<file path="config.mk">
export PLATFORM = sky130hd
export DESIGN_NAME = etapa_entradas_alu
export DESIGN_NICKNAME = d
export VERILOG_FILES = /design/src/rtl/etapa_entradas_alu.sv
export SDC_FILE = /design/constraint.sdc
export NUM_CORES = 1
export LEC_CHECK = 0
export CAP_MARGIN = 40
export CORE_MARGIN = 3
export CORE_UTILIZATION = 56
export CTS_BUF_LIST = sky130_fd_sc_hd__clkbuf_2
export DETAILED_ROUTE_END_ITERATION = 16
export PLACE_DENSITY = 0.89
export SETUP_SLACK_MARGIN = 0.05
export SLEW_MARGIN = 25
export SYNTH_ARGS = -nofsm -noshare
export SYNTH_HDL_FRONTEND = slang
export SYNTH_SLANG_ARGS = --single-unit
</file>
<file path="constraint.sdc">
create_clock -name clock -period 2.53 [get_ports clock]
set_input_delay 0.3795 -clock clock [delete_from_list [all_inputs] [get_ports clock]]
set_output_delay 0.3795 -clock clock [all_outputs]
set_load 0.05 [all_outputs]
</file>
<file path="src/rtl/etapa_entradas_alu.sv">
// ALU input stage: operands and op code queued in a small FWFT FIFO
// with valid/ready on both sides and a synchronous flush.
module etapa_entradas_alu #(
  parameter int WIDTH    = 8,
  parameter int OP_WIDTH = 3,
  parameter int DEPTH    = 4
) (
  input  logic                       clock,
  input  logic                       reset,
  input  logic                       flush,
  input  logic [WIDTH-1:0]           entrada1,
  input  logic [WIDTH-1:0]           entrada2,
  input  logic [OP_WIDTH-1:0]        selector,
  input  logic                       in_valid,
  output logic                       in_ready,
  output logic [WIDTH-1:0]           salida1,
  output logic [WIDTH-1:0]           salida2,
  output logic [OP_WIDTH-1:0]        salida_selector,
  output logic                       out_valid,
  input  logic                       out_ready,
  output logic [$clog2(DEPTH):0]     nivel
);

  localparam int AW = $clog2(DEPTH);
  localparam int LW = AW + 1;

  logic [WIDTH-1:0]    mem_a_q [DEPTH];
  logic [WIDTH-1:0]    mem_b_q [DEPTH];
  logic [OP_WIDTH-1:0] mem_s_q [DEPTH];

  logic [AW-1:0] rd_ptr_q, rd_ptr_d;
  logic [AW-1:0] wr_ptr_q, wr_ptr_d;
  logic [LW-1:0] nivel_q, nivel_d;

  logic push, pop;

  assign in_ready  = (nivel_q != LW'(DEPTH));
  assign out_valid = (nivel_q != '0);
  assign nivel     = nivel_q;

  assign push = in_valid && in_ready;
  assign pop  = out_valid && out_ready;

  // Head is forced to zero while empty; no bypass from the input.
  assign salida1         = out_valid ? mem_a_q[rd_ptr_q] : '0;
  assign salida2         = out_valid ? mem_b_q[rd_ptr_q] : '0;
  assign salida_selector = out_valid ? mem_s_q[rd_ptr_q] : '0;

  always_comb begin
    rd_ptr_d = rd_ptr_q;
    wr_ptr_d = wr_ptr_q;
    nivel_d  = nivel_q;
    if (flush) begin
      rd_ptr_d = '0;
      wr_ptr_d = '0;
      nivel_d  = '0;
    end else begin
      if (push) wr_ptr_d = wr_ptr_q + AW'(1);
      if (pop)  rd_ptr_d = rd_ptr_q + AW'(1);
      unique case ({push, pop})
        2'b10:   nivel_d = nivel_q + LW'(1);
        2'b01:   nivel_d = nivel_q - LW'(1);
        default: nivel_d = nivel_q;
      endcase
    end
  end

  always_ff @(posedge clock or posedge reset) begin
    if (reset) begin
      rd_ptr_q <= '0;
      wr_ptr_q <= '0;
      nivel_q  <= '0;
    end else begin
      rd_ptr_q <= rd_ptr_d;
      wr_ptr_q <= wr_ptr_d;
      nivel_q  <= nivel_d;
    end
  end

  // Payload storage needs no reset; only entries below nivel are visible.
  always_ff @(posedge clock) begin
    if (push && !flush) begin
      mem_a_q[wr_ptr_q] <= entrada1;
      mem_b_q[wr_ptr_q] <= entrada2;
      mem_s_q[wr_ptr_q] <= selector;
    end
  end

endmodule

</file>
[Word level (Yosys, flattened, before mapping)]
Memory sizes are Yosys's and may differ from the RTL's.
Index checks and enable logic that the tools add are counted.
Widths: inputs -> output; s select.
Cells by class
  add/subtract/negate cells: 4
  eq/ne operators: 3
  mux-type cells: 11
  reductions and logical operators: 8
Operator list (number)
  $mux 8: 2
  $mux 2: 4
  $mux 3: 2
  $pmux 3 s2: 1
  $reduce_bool 3->1: 2
  $add 2x1->2 const B: 2
  $reduce_bool 2->1: 2
  $add 3x1->3 const B: 1
  $logic_and 1x1->1: 3
  $ne 3x3->1 const B: 1
  $sub 3x1->3 const B: 1
  $eq 2x1->1 const B: 1
  $eq 2x2->1 const B: 1
  $mux 1: 2
  $logic_not 1->1: 1
Storage, ports and cells
  register bits: 7
  bits in writable memories: 76
  logic and storage cells: 32
  memories: 3
Memory list
  mem_a_q: depth 4, bits a word 8, rd ports 1, clocked after Yosys merged registers in 0, write ports 1, RTL line 27  | logic [WIDTH-1:0] mem_a_q [DEPTH];
  mem_b_q: depth 4, bits a word 8, rd ports 1, clocked after Yosys merged registers in 0, write ports 1, RTL line 28  | logic [WIDTH-1:0] mem_b_q [DEPTH];
  mem_s_q: depth 4, bits a word 3, rd ports 1, clocked after Yosys merged registers in 0, write ports 1, RTL line 29  | logic [OP_WIDTH-1:0] mem_s_q [DEPTH];

[Depth between registers and ports, before layout]
Gate-level depths: netlist (run 1).
  word-level depth: 5
  mapped depth: 7
  mapped depth without buffers: 6

[Worst setup path before layout (run 1)]
Ideal clock, no wire load.
  path kind: flip-flop to output port
  from: register nivel_q[1], in the netlist nivel[1]
  to: output port salida2[2]
  arrival: 1.939 ns
  data required time: 2.151 ns
  setup slack: 0.212 ns
  cell stages (with the launch flop): 5
  path buffers: 2
  path through: dfrtp_1 > buf_2 > nor3_1 > buf_2 > nor2b_1
On the way
  cells in the longest elaborated chain, start to end: 2
RTL lines
  from (decl): RTL line 33  | logic [LW-1:0] nivel_q, nivel_d;
  from (signal assigned): RTL line 76  | nivel_q <= nivel_d;
  $reduce_bool 3->1: RTL line 38  | assign out_valid = (nivel_q != '0);
  $mux 8: RTL line 46  | assign salida2 = out_valid ? mem_b_q[rd_ptr_q] : '0;
  to (decl): RTL line 17  | output logic [WIDTH-1:0] salida2,
Every way passes these cells.

[Worst setup path after layout (run 1)]
  from: register rd_ptr_q[0]
  to: output port salida_selector[1]
On the way
  cells in the longest elaborated chain, start to end: 2
RTL lines
  from (decl): RTL line 31  | logic [AW-1:0] rd_ptr_q, rd_ptr_d;
  from (signal assigned): RTL line 74  | rd_ptr_q <= rd_ptr_d;
  $mem_v2 4x3
  $mux 3: RTL line 47  | assign salida_selector = out_valid ? mem_s_q[rd_ptr_q] : '0;
  to (decl): RTL line 18  | output logic [OP_WIDTH-1:0] salida_selector,
Every way passes these cells.

==> results.yml, run 1 <==
worst_setup_path:
  path_cells: "buf_4, buf_4, mux4_2, nor2b_1, buf_4"
  cp_top_family: "multiplexers"
  crit_type: "reg -> out"
  path_max_fanout: 6
  worstPathRequired_ns: 2.15
  startpoint_type: "flop"
  crit_slowest_cell: "mux4_2"
  reg2reg_from: "nivel[1]$_DFFE_PP0P_"
  critPathArrivalTime_ns: 2.01
  crit_start: "rd_ptr_q[0]$_DFFE_PP0P_"
  path_buf_inv: 3
  slowest_delay_ns: 0.49
  cpMostUsedCell: "buf_4"
  endpoint_kind: "output port"
die:
  die_h_um: 85.0
  core_um2: 5990
  dieArea_um2: 7230
  die_w_um: 85.0
  std_cell_rows: 28
  num_io_pins: 48
  start_util: 0.584
clocking:
  clkSinkCount: 83
  cts_tree: "done"
  postCtsHoldBufs: 0
  clkTransAtPathRegs_ns: 0.20
  cts_buffers: 9
  max-clock-path-buffers: 2
  clkLatencyLatePin_ns: 0.50
  h-tree-depth: 3
  cts-root-buf: "clkbuf_2"
routing:
  firstDrtPassIters: 4
  vias: 1847
  drc: 0
  first_iter_violations: 86
  ant_nets: 0
  routed_wl_mm: 5.92
  viasPerCell: 5.58
  avgRoutedWirePerCell_um: 17.9
power:
  p_leak_nw: 1.49
  power_density_nw_per_um2: 860
  ir_drop_mv: 0.508
  power_mw: 3.60
global_routing:
  grt_usage: 0.185
  grt_pass1_wl_mm: 9.88
  grt_max_degree: 21
  grt_pass1_vias: 1946
  met2_usage: 0.319
  met1_usage: 0.223
  grt_util_met3: 0.0447
  busiest_layer: "met2"
  grt.overflow.total: 0
  grt_antenna_before_repair: 0
sta:
  fin_skew_ns: 0.0131
  tightestPinTransition_ns: 0.501
  slew_viol_final: 0
  final-hold-violation-count: 0
  final.min_clock_period_ns: 2.39
  fin_setup_tns_ns: 0
  slew_headroom: 0.666
  min_period_over_period: 0.946
  rsz0062_at_grt: "true"
  max_freq_mhz: 418
  setup_violations: 0
logic_synthesis:
  yosysUniqueCellTypes: 38
  syn_inst: 189
  yosys.area.top_type: "edfxtp_1"
  ys_seq_area_frac: 0.703
  synth.net_count: 218
  avgSynthCellArea_um2: 18.5
  synth_area_um2: 3500
  synth-seq-cells: 83
  synth_top_cells_by_area: "edfxtp_1, mux4_2, dfrtp_1, nor2b_1, ha_1"
  synth_top_area_share: 0.653
  synth_warnings: 0
min_path:
  min-delay-path-class: "in -> async"
place:
  place_hpwl_mm: 4.03
  gp_routability_congestion: 0.743
  port-buffer-count: 47
outcome:
  outcome: "finished clean"
final_layout:
  layout_commonest_cell: "edfxtp_1"
  multi_input_area_um2: 938
  n_fill_cell: 403
  nets: 281
  drive_gt1_frac: 0.324
  seq_area_um2: 2460
  syn2layout_area_growth_pct: 19.9
  diodes: 0
  final_cell_mix: "edfxtp_1, buf_4, clkdlybuf4s50_1"
flow_run:
  drv_cap: 0
==> area by class of cell <==
class / count / area share
flip-flops and latches: 83 / 0.587
multi-input cells: 86 / 0.224
repair buffers: 64 / 0.133
well taps: 75 / 0.0224
clock inverters: 6 / 0.0158
clock buffers: 9 / 0.0107
inverters: 8 / 0.00716
==> cell families after synthesis <==
group | count (synthesis) | share of synthesized area
buffers and inverters | 20 | 0.0304
muxes | 20 | 0.127
and+or+nand+nor | 42 | 0.0805
adders and majority gates | 5 | 0.0200
DFF | 83 | 0.703
AOI/OAI and AO/OA | 16 | 0.0322
xor gates and xnor gates | 3 | 0.00751
==> per-stage QoR <==
stage / area [um2] / instances / setup slack (ns) / hold WS [ns] / utilization
after floorplan: 3500 / 189 / 0.212 / 0.183 / -
after global placement: 4040 / 312 / 0.454 / 0.521 / 0.674
after detailed placement: 4040 / 312 / 0.440 / 0.536 / 0.674
after CTS: 4170 / 330 / 0.0657 / 0.0519 / 0.696
after global routing: 4190 / 331 / 0.00303 / 0.0428 / 0.700
final: 4190 / 331 / 0.136 / 0.0841 / 0.700
==> cell usage after synthesis, drive strengths merged <==
master / n
edfxtp: 76
mux4: 19
nor2b: 19
buf: 11
inv: 8
dfrtp: 7
nor2: 7
and2: 5
ha: 4
nand3: 4
a21oi: 3
o21ai: 3
nor3: 2
nor3b: 2
o22ai: 2
xor2: 2
a211oi: 1
a221oi: 1
a22oi: 1
clkbuf: 1
fa: 1
mux2: 1
nand2b: 1
nand3b: 1
o2111ai: 1
o21a: 1
o311ai: 1
o31ai: 1
o41ai: 1
or3b: 1
xnor2: 1
==> layer usage <==
layer  wire length (um)  vias to the layer above
met2               3270                       51
li1                   -                      854
met5                  0                        -
met1               2230                      929
met4                104                        0
met3                314                       13
==> power breakdown <==
group          switching, mW  leakage [nW]  internal, mW
Combinational          0.807         0.646         0.515
Clock                  0.427        0.0604         0.223
Sequential            0.0636         0.782          1.57
==> path summary, 6_finish.rpt <==
path                                                end  slack (ns)  cells after the start
worst min register to register  rd_ptr_q[1]$_DFFE_PP0P_        0.58                      2
min in group clock              mem_a_q[1][7]$_DFFE_PP_        0.48                      1
worst max-delay path                 salida_selector[1]        0.14                      5
worst min-delay path            wr_ptr_q[1]$_DFFE_PP0P_        0.08                      2
worst max register to register     nivel[1]$_DFFE_PP0P_        0.50                      5
max in group asynchronous          nivel[0]$_DFFE_PP0P_        2.22                      2
==> registers in the layout, summed over array words and instances (netlist names) <==
name / flops
nivel: 3
mem_s_q: 12
mem_b_q: 32
mem_a_q: 32
rd_ptr_q: 2
wr_ptr_q: 2
==> timing repair <==
item                                    CTS  global route
gates resized for setup                   3             5
endpoints found under the setup margin   17            16
hold endpoints to repair                  0             0
buffers inserted                          3             1
Note: power is estimated with default switching activity, not from simulation.
==> run 2: changes to the inputs <==
--- a/config.mk
+++ b/config.mk
@@ -10,6 +10,7 @@
 export CORE_UTILIZATION = 56
 export CTS_BUF_LIST = sky130_fd_sc_hd__clkbuf_2
 export DETAILED_ROUTE_END_ITERATION = 16
+export GPL_ROUTABILITY_DRIVEN = 0
 export PLACE_DENSITY = 0.89
 export SETUP_SLACK_MARGIN = 0.05
 export SLEW_MARGIN = 25
==> results of run 2 <==
Final layout, timing and power as in run 1 (identical DEF).
